<file path="src/rtl/intra16_mb_scheduler.sv">
// rtl/intra16_mb_scheduler.sv - raster-order macroblock sequencer for the luma 16x16 extractor and intra predictor
// Optional INTRA16_SCHED_PERF_EN adds the stall_cycles counter output.
module intra16_mb_scheduler #(
  parameter int LENGTH      = 256,
  parameter int WIDTH       = 256,
  parameter int EXTRACT_LAT = 3
) (
  input  logic        clk,
  input  logic        reset,
  input  logic        start,
  input  logic        abort,
  output logic        ext_enable,
  output logic [12:0] mbnumber,
  output logic [7:0]  mb_x,
  output logic [7:0]  mb_y,
  output logic        top_avail,
  output logic        left_avail,
  output logic        pred_valid,
  input  logic        pred_ready,
  input  logic        pred_done,
  output logic        busy,
  output logic        frame_done
`ifdef INTRA16_SCHED_PERF_EN
  ,
  output logic [31:0] stall_cycles
`endif
);

  localparam int MB_COLS = WIDTH / 16;
  localparam int MB_ROWS = LENGTH / 16;
  localparam int NUM_MB  = MB_COLS * MB_ROWS;
  localparam int CNT_W   = (EXTRACT_LAT > 1) ? $clog2(EXTRACT_LAT) : 1;
  localparam logic [CNT_W-1:0] CNT_LAST = CNT_W'(EXTRACT_LAT - 1);
  localparam logic [12:0]      MB_LAST  = 13'(NUM_MB - 1);
  localparam logic [7:0]       COL_LAST = 8'(MB_COLS - 1);

  typedef enum logic [2:0] {
    S_IDLE,
    S_FETCH,
    S_ISSUE,
    S_WAIT,
    S_DONE
  } state_t;

  state_t           state_q, state_d;
  logic [CNT_W-1:0] cnt_q, cnt_d;
  logic [12:0]      mbn_q, mbn_d;
  logic [7:0]       mbx_q, mbx_d;
  logic [7:0]       mby_q, mby_d;
  logic             ext_en_q, pvalid_q, busy_q, fdone_q, top_q, left_q;

  always_comb begin
    state_d = state_q;
    cnt_d   = cnt_q;
    mbn_d   = mbn_q;
    mbx_d   = mbx_q;
    mby_d   = mby_q;
    case (state_q)
      S_IDLE: begin
        if (start) begin
          state_d = S_FETCH;
          cnt_d   = '0;
          mbn_d   = '0;
          mbx_d   = '0;
          mby_d   = '0;
        end
      end
      S_FETCH: begin
        if (cnt_q == CNT_LAST) begin
          state_d = S_ISSUE;
          cnt_d   = '0;
        end else begin
          cnt_d = cnt_q + CNT_W'(1);
        end
      end
      S_ISSUE: begin
        if (pred_ready) state_d = S_WAIT;
      end
      S_WAIT: begin
        if (pred_done) begin
          if (mbn_q == MB_LAST) begin
            state_d = S_DONE;
          end else begin
            state_d = S_FETCH;
            mbn_d   = mbn_q + 13'd1;
            // Column/row kept as counters so no divider is needed
            if (mbx_q == COL_LAST) begin
              mbx_d = '0;
              mby_d = mby_q + 8'd1;
            end else begin
              mbx_d = mbx_q + 8'd1;
            end
          end
        end
      end
      S_DONE:  state_d = S_IDLE;
      default: state_d = S_IDLE;
    endcase
    if (abort) begin
      state_d = S_IDLE;
      cnt_d   = '0;
      mbn_d   = '0;
      mbx_d   = '0;
      mby_d   = '0;
    end
  end

  always_ff @(posedge clk or negedge reset) begin
    if (!reset) begin
      state_q  <= S_IDLE;
      cnt_q    <= '0;
      mbn_q    <= '0;
      mbx_q    <= '0;
      mby_q    <= '0;
      ext_en_q <= 1'b0;
      pvalid_q <= 1'b0;
      busy_q   <= 1'b0;
      fdone_q  <= 1'b0;
      top_q    <= 1'b0;
      left_q   <= 1'b0;
    end else begin
      state_q  <= state_d;
      cnt_q    <= cnt_d;
      mbn_q    <= mbn_d;
      mbx_q    <= mbx_d;
      mby_q    <= mby_d;
      ext_en_q <= (state_d == S_FETCH);
      pvalid_q <= (state_d == S_ISSUE);
      busy_q   <= (state_d != S_IDLE);
      fdone_q  <= (state_d == S_DONE);
      top_q    <= (mby_d != 8'd0);
      left_q   <= (mbx_d != 8'd0);
    end
  end

  assign ext_enable = ext_en_q;
  assign mbnumber   = mbn_q;
  assign mb_x       = mbx_q;
  assign mb_y       = mby_q;
  assign top_avail  = top_q;
  assign left_avail = left_q;
  assign pred_valid = pvalid_q;
  assign busy       = busy_q;
  assign frame_done = fdone_q;

`ifdef INTRA16_SCHED_PERF_EN
  logic [31:0] stall_q, stall_d;

  always_comb begin
    stall_d = stall_q;
    if (((state_q == S_ISSUE) && !pred_ready) || ((state_q == S_WAIT) && !pred_done)) begin
      if (stall_q != 32'hFFFF_FFFF) stall_d = stall_q + 32'd1;
    end
    if ((state_q == S_IDLE) && start) stall_d = '0;
    if (abort) stall_d = '0;
  end

  always_ff @(posedge clk or negedge reset) begin
    if (!reset) stall_q <= '0;
    else        stall_q <= stall_d;
  end

  assign stall_cycles = stall_q;
`endif

endmodule

</file>
<file path="config.mk">
export PLATFORM = sky130hd
export DESIGN_NAME = intra16_mb_scheduler
export DESIGN_NICKNAME = d
export VERILOG_FILES = /design/src/rtl/intra16_mb_scheduler.sv
export SDC_FILE = /design/constraint.sdc
export NUM_CORES = 1
export LEC_CHECK = 0
export BUFFER_PORTS_ARGS = -buffer_cell sky130_fd_sc_hd__buf_2
export CORE_MARGIN = 5
export CORE_UTILIZATION = 30
export DETAILED_ROUTE_END_ITERATION = 10
export PLACE_DENSITY_LB_ADDON = 0.12
export SYNTH_ARGS = -nofsm -noshare
export SYNTH_HDL_FRONTEND = slang
export SYNTH_SLANG_ARGS = --single-unit
</file>
<file path="constraint.sdc">
create_clock -name clk -period 4.2 [get_ports clk]
set_input_delay 1.05 -clock clk [delete_from_list [all_inputs] [get_ports clk]]
set_output_delay 1.05 -clock clk [all_outputs]
set_load 0.05 [all_outputs]
</file>
# Yosys cells after proc, flatten, opt, wreduce, memory -nomap -nowiden
# Cells that the tools add are included.
# Widths: inputs -> output; s select.
[totals] reg_bits=40 input_bits=6 output_inout_bits=35 word_cells=63
[op_classes] addsub=4 n_eq_ne=12 mux=28 n_reduce_logical=8
[ops] op="$mux 8" count=10
[ops] op="$mux 13" count=4
[ops] op="$pmux 8 s2" count=2
[ops] op="$pmux 13 s2" count=1
[ops] op="$mux 3" count=6
[ops] op="$add 8x1->8 const B" count=2
[ops] op="$reduce_bool 8->1" count=2
[ops] op="$add 13x1->13 const B" count=1
[ops] op="$eq 13x8->1 const B" count=1
[ops] op="$pmux 3 s4" count=1
[ops] op="$eq 3x2->1 const B" count=3
[ops] op="$ne 3x3->1 const B" count=3
[ops] op="$reduce_bool 3->1" count=3
[ops] op="$eq 8x4->1 const B" count=1
[ops] op="$eq 3x1->1 const B" count=2
[ops] op="$mux 2" count=3
[ops] op="$pmux 2 s2" count=1
[ops] op="$reduce_and 4->1" count=1
[ops] op="$eq 3x3->1 const B" count=1
[ops] op="$logic_not 3->1" count=1
[ops] op="$add 2x1->2 const B" count=1
[ops] op="$eq 2x2->1 const B" count=1
[ops] op="$reduce_and 2->1" count=1

# Longest topological paths before layout
# Gate-level depths: netlist of run 1.
[logic_depth] word_depth=7 mapped_depth=8 mapped_depth_nobuf=7

# Worst setup path after synthesis of run 1
# Ideal clock, no wire load.
[synth_timing] path_type="input -> register" from="in start" to="reg left_q (netlist: left_avail)" arrival_time_ns=3.035 required_time_ns=4.061 slack_ns=1.027 path_stages=6 n_path_buf=0 path_cell_list="or3b_1 > a21oi_1 > o22ai_1 > a22o_1 > or4_1 > or4b_1"
[synth_between] elab_chain_len=4
[synth_lines] element="from (decl)" line="10" rtl="input logic start,"
[synth_lines] element="$mux 8" line="60" rtl="if (start) begin"
[synth_lines] element="$pmux 8 s2" line="58" rtl="case (state_q)"
[synth_lines] element="$mux 8" line="99" rtl="if (abort) begin"
[synth_lines] element="via mbx_d[1]" line="48" rtl="logic [7:0] mbx_q, mbx_d;"
[synth_lines] element="$reduce_bool 8->1" line="132" rtl="left_q <= (mbx_d != 8'd0);"
[synth_lines] element="to (signal assigned)" line="132"
[synth_lines] element="to (decl)" line="50" rtl="logic ext_en_q, pvalid_q, busy_q, fdone_q, top_q, left_q;"
# The timed path passes the listed nets, and every way through them passes these cells.
# A chain may end at the register's enable or synchronous reset.

# Final worst setup path of run 1
# Ends and elaborated chain as after synthesis.

==> results of run 1 <==
[per-layer routing]
| layer | part of all wire | track usage | wire, um |
|---|---|---|---|
| met4 | 0.011 | 0.0383 | 72 |
| met3 | 0.039 | 0.0251 | 252 |
| met5 | 0 | 0 | 0 |
| met1 | 0.49 | 0.191 | 3180 |
| met2 | 0.45 | 0.215 | 2930 |
[sequential cells by signal, indices dropped and copies added (netlist names)]
name / cells
pred_valid: 1
ext_enable: 1
mbnumber: 13
left_avail: 1
state_q: 3
busy: 1
mb_x: 8
mb_y: 8
frame_done: 1
top_avail: 1
cnt_q: 2
[cell type report]
cell class                 count  area, um^2  area share
clock buffer                   6        72.6      0.0275
clock inverter                 1        5.00     0.00189
inverter                       8        30.0      0.0114
multi-input combinational    188        1190       0.449
sequential                    40        1000       0.379
tap                           99         124      0.0469
timing repair buffer          43         223      0.0843
[cells by family after synthesis]
family | share of synthesized area
simple gates | 0.260
compound gates | 0.207
flops | 0.439
buf+inv | 0.0417
xor+xnor | 0.0230
mux | 0.0137
fa+ha+maj | 0.0164
[where the power goes]
part           switching (mW)  internal [mW]  total [mW]
registers             0.00362          0.388       0.392
logic                  0.0358         0.0114      0.0471
clock network           0.130          0.113       0.243
[critical path, cell delays in order]
cell and delay, ps:
buf_2 80, or3b_1 410, a21oi_1 400, o22ai_1 220, a22o_1 250, or4_1 490
or4b_1 480
[Yosys cell counts (4+ instances only)]
cell / number / area share
a21o_1: 4 / 0.013
a21oi_1: 14 / 0.031
a31oi_1: 5 / 0.014
and3_1: 5 / 0.014
clkbuf_1: 10 / 0.016
dfrtp_1: 40 / 0.44
inv_1: 8 / 0.013
nand2_1: 23 / 0.038
nand3_1: 10 / 0.022
nor2_1: 22 / 0.036
nor3_1: 9 / 0.020
nor4_1: 5 / 0.014
o21ai_0: 13 / 0.029
o31ai_1: 4 / 0.013
or3_1: 6 / 0.016
or4_1: 4 / 0.013
xor2_1: 4 / 0.015
[path summary, 6_finish.rpt]
| kind | startpoint | to | depth (start not counted) | slack, ps |
|---|---|---|---|---|
| max | start | left_avail | 7 | 980 |
| min | mb_y[6] | mb_y[6] | 1 | 550 |
| max reg2reg | mbnumber[9] | left_avail | 7 | 1010 |
| min reg2reg | mb_y[6] | mb_y[6] | 1 | 550 |
| max in group asynchronous | reset | mbnumber[11] | 1 | 2740 |
| min in group asynchronous | reset | mb_y[1] | 1 | 900 |
[stage by stage]
| step | instances | hold WS, ps |
|---|---|---|
| finish | 385 | 550 |
| global route | 385 | 580 |
| CTS | 385 | 546 |
| detailed placement | 378 | 535 |
| global placement | 378 | 540 |
| floorplan | 249 | 529 |
==> reports/results.ini, run 1 <==
[timing]
fin_setup_tns_ps=0
slew_violations=0
fin_ws_ps=980
fin_crit_ps=3220
hold_violations=0
finClkSkew_ps=5.02
grt_setup_unrepaired=false
worst_pin_slew_ps=920
period_share=0.767
setup-violations-final=0
clock.fmax_mhz=311
slew_headroom=0.387

[routing]
routedWlPerCell_um=16.7
vias=2090
totalWireLength_um=6440
drc=0
first_pass_iters=4
viasPerCell=5.43
drtIter0Drc=113
ant_nets=0

[synthesis]
synth-edff-count=0
syn_avg_cell_area_um2=9.17
ys_dominant_reg_cell=dfrtp_1
synth_fp_nets=258
ys_ff_latch=40
syn-instance-count=249
yosysWarnings=0
ys_seq_area_frac=0.439
ys_types=62
async_flop_share=1.00
syn_area_um2=2280

[finish]
fin_util=0.360
design_area_um2=2640
most-common-layout-cells=dfrtp_1 (40), buf_2 (40), nand2_1 (23)
antenna_cells=0
layout-drive-gt1-share=0.206
fin_nets=295
synthToLayoutAreaGrowth_pct=15.7
fill_cells=784

[floorplanning]
dieHeight_um=97.2
core_um2=7330
dieArea_um2=9450
die_w_um=97.2
io-pin-count=41
initial_utilization=0.311
num_rows=31

[clock_network]
clockBufferDepth=2
cts_setup_buffers=0
holdBufCountCts=0
cts-root-buf=clkbuf_8
cts_sinks=40
clkLatencyLatePin_ps=290
path_clk_slew_ps=70
cts_resized=0
htree_levels=2
numCtsBuffers=5
cts_tree=done

[place]
dp_hpwl_um=4670
io_buffer_count=40
pre_cts_slack_ps=705
place_congestion=0.778
dpl_cell_area_um2=2560

[pwr]
p_per_area_nw_per_um2=258
ir_worst_vdd_mv=0.0883
p_leak_nw=1.28
fin_total_pwr_uw=682

[grt]
grt_pass1_vias=2018
grt_max_degree=41
overflow=0
grt_usage=0.136
grt_first_pass_wirelength_um=10600
grt_antenna_before_repair=0

[worst_setup_path]
worstSetupStartpointType=input port
required_ps=4370
cp.arrival_ps=3390
worstSetupEndpointType=flip-flop
worstSetupPathType=input port to flip-flop
crit_fanout=6

[run]
drv_cap=0

[run_status]
status=complete, no violations

[worst_hold_path]
hold_class=flip-flop to flip-flop

No activity file was read; power rests on OpenSTA's default activity.
==> inputs of run 2 (changes only) <==
- clock period: 4.2 -> 3 ns (I/O delays scaled with it)
==> reports/results.ini, run 2 (synthesized netlist as in run 1, its figures left out) <==
[run_status]
status=complete, no violations

[grt]
grt_first_pass_wirelength_um=11300
overflow=0
grt_antenna_before_repair=0
grt_usage=0.145
grt_max_degree=41
grt_pass1_vias=2191

[worst_setup_path]
worstSetupStartpointType=flip-flop
reg2reg_depth=6
worstSetupEndpointType=flip-flop
crit_fanout=7
r2r_slack_ps=170
cp.arrival_ps=2990
crit_end=left_avail
r2r-end=left_avail
required_ps=3160
path_cells=or4_4 > o41a_1 > nand3_1 > a31oi_2 > or4_1 > or4b_1
r2r-start=mbnumber[9]
slowest_delay_ps=580
slowest_stage=or4_4
cp-startpoint=mbnumber[9]
worstSetupPathType=flip-flop to flip-flop

[clock_network]
clkLatencyLatePin_ps=290
cts_resized=0
cts_setup_buffers=0
htree_levels=2
path_clk_slew_ps=80
numCtsBuffers=5
clockBufferDepth=2
cts-root-buf=clkbuf_8
cts_sinks=40
cts_tree=done
holdBufCountCts=0

[routing]
totalWireLength_um=6700
routedWlPerCell_um=16.6
drtIter0Drc=135
viasPerCell=5.38
vias=2174
drc=0
ant_nets=0
first_pass_iters=4

[place]
dp_hpwl_um=4910
pre_cts_slack_ps=100
io_buffer_count=40
place_congestion=0.813
placed_cells=396

[pwr]
fin_total_pwr_uw=998
p_leak_nw=1.37
ir_worst_vdd_mv=0.176
p_per_area_nw_per_um2=358

[finish]
layout-drive-gt1-share=0.252
ff_latch_area_um2=1000
fin_cells=404
fill_cells=756
multi_input_area_um2=1190
antenna_cells=0
synthToLayoutAreaGrowth_pct=22.2
most-common-layout-cells=dfrtp_1 (40), buf_2 (40), nand2_1 (23)
fin_nets=313
largest_register_ffs=13

[timing]
fin_crit_ps=2830
fin_setup_tns_ps=0
worst_pin_slew_ps=948
hold_violations=0
fin_ws_ps=167
slew_headroom=0.368
finClkSkew_ps=5.72
period_share=0.944
clock.fmax_mhz=353
slew_violations=0
setup-violations-final=0
whs_ps=544
grt_setup_unrepaired=false

[floorplanning]
core_um2=7330
io-pin-count=41
dieHeight_um=97.2
initial_utilization=0.311
die_w_um=97.2
dieArea_um2=9450
num_rows=31

[run]
drv_cap=0

[worst_hold_path]
hold_class=flip-flop to flip-flop

-- run 2: final cells by class --
| class | instances | share of cell area |
|---|---|---|
| clock buffers | 8 | 0.0323 |
| inverters | 8 | 0.0108 |
| multi-input cells | 188 | 0.425 |
| flip-flops and latches | 40 | 0.359 |
| well taps | 99 | 0.0444 |
| repair buffers | 61 | 0.128 |
-- run 2: how the worst min path moves through the flow --
stage	startpoint	endpoint	slack [ps]	depth (start not counted)
after floorplan	reset	busy	450	0
after global placement	mb_y[6]	mb_y[6]	540	1
after detailed placement	mbnumber[1]	mbnumber[1]	530	1
after CTS	mbnumber[11]	mbnumber[11]	550	1
after global routing	mbnumber[11]	mbnumber[11]	580	1
final	mbnumber[0]	mbnumber[0]	540	1
-- run 2: metal layers --
layer	routed length, um	GRT usage	vias up
li1	-	-	1052
met1	3140	0.201	1038
met2	3080	0.228	76
met3	372	0.0287	8
met4	100	0.0469	0
met5	0	0	-
-- run 2: stage by stage --
stage	area (um^2)	util
global route	2790	0.380
detailed placement	2700	0.368
CTS	2790	0.380
global placement	2700	0.368
finish	2790	0.380
floorplan	2280	-
-- run 2: critical path: cells and delay by family, from the launching register on --
kind | cells | cell delay, ps
AOI/OAI and AO/OA | 2 | 560
and+or+nand+nor | 4 | 1730
DFF | 1 | 430
-- run 2: report_power, final --
| group | total (mW) | leakage, nW | switching [mW] | internal [mW] |
|---|---|---|---|---|
| sequential | 0.548 | 0.554 | 0.00491 | 0.543 |
| clock | 0.373 | 0.0455 | 0.186 | 0.188 |
| combinational | 0.0768 | 0.769 | 0.0534 | 0.0234 |
==> inputs of run 3 (changes only) <==
- CELL_PAD_IN_SITES_DETAIL_PLACEMENT: default -> 1
- CELL_PAD_IN_SITES_GLOBAL_PLACEMENT: default -> 1
==> reports/results.ini, run 3 (synthesized netlist as in run 1, its figures left out) <==
[worst_setup_path]
required_ps=3170
worstSetupEndpointType=flip-flop
crit_fanout=12
worstSetupPathType=flip-flop to flip-flop
slowest_stage=or4_4
worstSetupStartpointType=flip-flop
slowest_delay_ps=570
path_cells=or4_4 > nor4_2 > buf_4 > nor2_4 > a22o_1 > or4_1 > or4b_1
cp.arrival_ps=3000

[timing]
grt_setup_unrepaired=false
setup-violations-final=0
fin_setup_tns_ps=0
period_share=0.943
clock.fmax_mhz=353
slew_headroom=0.397
finClkSkew_ps=7.72
hold_violations=0
fin_crit_ps=2830
worst_pin_slew_ps=905
slew_violations=0

[place]
dp_hpwl_um=5400
io_buffer_count=40
dpl_cell_area_um2=2690
place_congestion=0.803

[finish]
largest_register_ffs=13
multi_input_area_um2=1190
fin_nets=312
design_area_um2=2790
synthToLayoutAreaGrowth_pct=22.1
fill_cells=891
most-common-layout-cells=dfrtp_1 (40), buf_2 (40), nand2_1 (23)
antenna_cells=0
layout-drive-gt1-share=0.254
ff_latch_area_um2=1000

[floorplanning]
io-pin-count=41
dieArea_um2=9450
die_w_um=97.2
dieHeight_um=97.2
core_um2=7330
num_rows=31
initial_utilization=0.311

[run]
drv_cap=0

[clock_network]
cts-root-buf=clkbuf_8
path_clk_slew_ps=70
cts_resized=0
holdBufCountCts=0
htree_levels=2
cts_setup_buffers=0
cts_sinks=40
numCtsBuffers=5
cts_tree=done
clockBufferDepth=2
clkLatencyLatePin_ps=290

[grt]
grt_max_degree=41
top_usage_layer=met2
grt_antenna_before_repair=0
met2_usage=0.240
grtUsageMet3=0.0302
grt_usage=0.159
overflow=0
grt_pass1_vias=2306
grt_util_met1=0.225
grt_first_pass_wirelength_um=12300

[routing]
totalWireLength_um=7100
vias=2207
first_pass_iters=4
drtIter0Drc=144
routedWlPerCell_um=17.7
ant_nets=0
viasPerCell=5.49
drc=0

[pwr]
ir_worst_vdd_mv=0.124
p_per_area_nw_per_um2=361
fin_total_pwr_mw=1.01
p_leak_nw=1.37

[worst_hold_path]
hold_class=flip-flop to flip-flop

[run_status]
status=complete, no violations

run 3: path summary, 6_finish.rpt:
path                        startpoint            to  slack (ps)  cells after the start
max                        mbnumber[9]    left_avail         170                      7
min                        mbnumber[0]   mbnumber[0]         540                      1
max reg2reg                mbnumber[9]    left_avail         170                      7
min reg2reg                mbnumber[0]   mbnumber[0]         540                      1
max in group asynchronous        reset  mbnumber[11]        1850                      1
min in group asynchronous        reset       mb_y[2]         590                      1
run 3: metrics by stage:
stage | instances | worst slack [ps] | utilization | hold WS, ps
2_1_floorplan | 249 | 47.9 | - | 454
3_3_place_gp | 395 | 40.2 | 0.367 | 546
3_5_place_dp | 395 | 42.6 | 0.367 | 532
4_1_cts | 402 | 177 | 0.380 | 554
5_1_grt | 402 | 97.7 | 0.380 | 599
6_report | 402 | 170 | 0.380 | 542
run 3: critical path, delay by kind of cell, from the launching register on:
| kind | cells | cell delay, ps |
|---|---|---|
| and+or+nand+nor | 5 | 1770 |
| AOI/OAI and AO/OA | 1 | 250 |
| buffers and inverters | 1 | 260 |
| DFF | 1 | 430 |
run 3: layout make-up:
class | instances | area share
inverter | 8 | 0.0108
timing repair buffer | 60 | 0.126
tap | 99 | 0.0444
clock buffer | 7 | 0.0346
sequential | 40 | 0.359
multi-input combinational | 188 | 0.425
run 3: routing by layer:
metal,vias to the layer above,part of all wire
met5,-,0
met4,0,0.026
met3,16,0.039
met2,62,0.44
met1,1084,0.49
li1,1045,-
run 3: where the power goes:
part	internal [mW]	leakage, nW	switching (mW)	total (mW)
Combinational	0.0210	0.764	0.0523	0.0733
Clock	0.205	0.0503	0.180	0.385
Sequential	0.544	0.554	0.00501	0.549
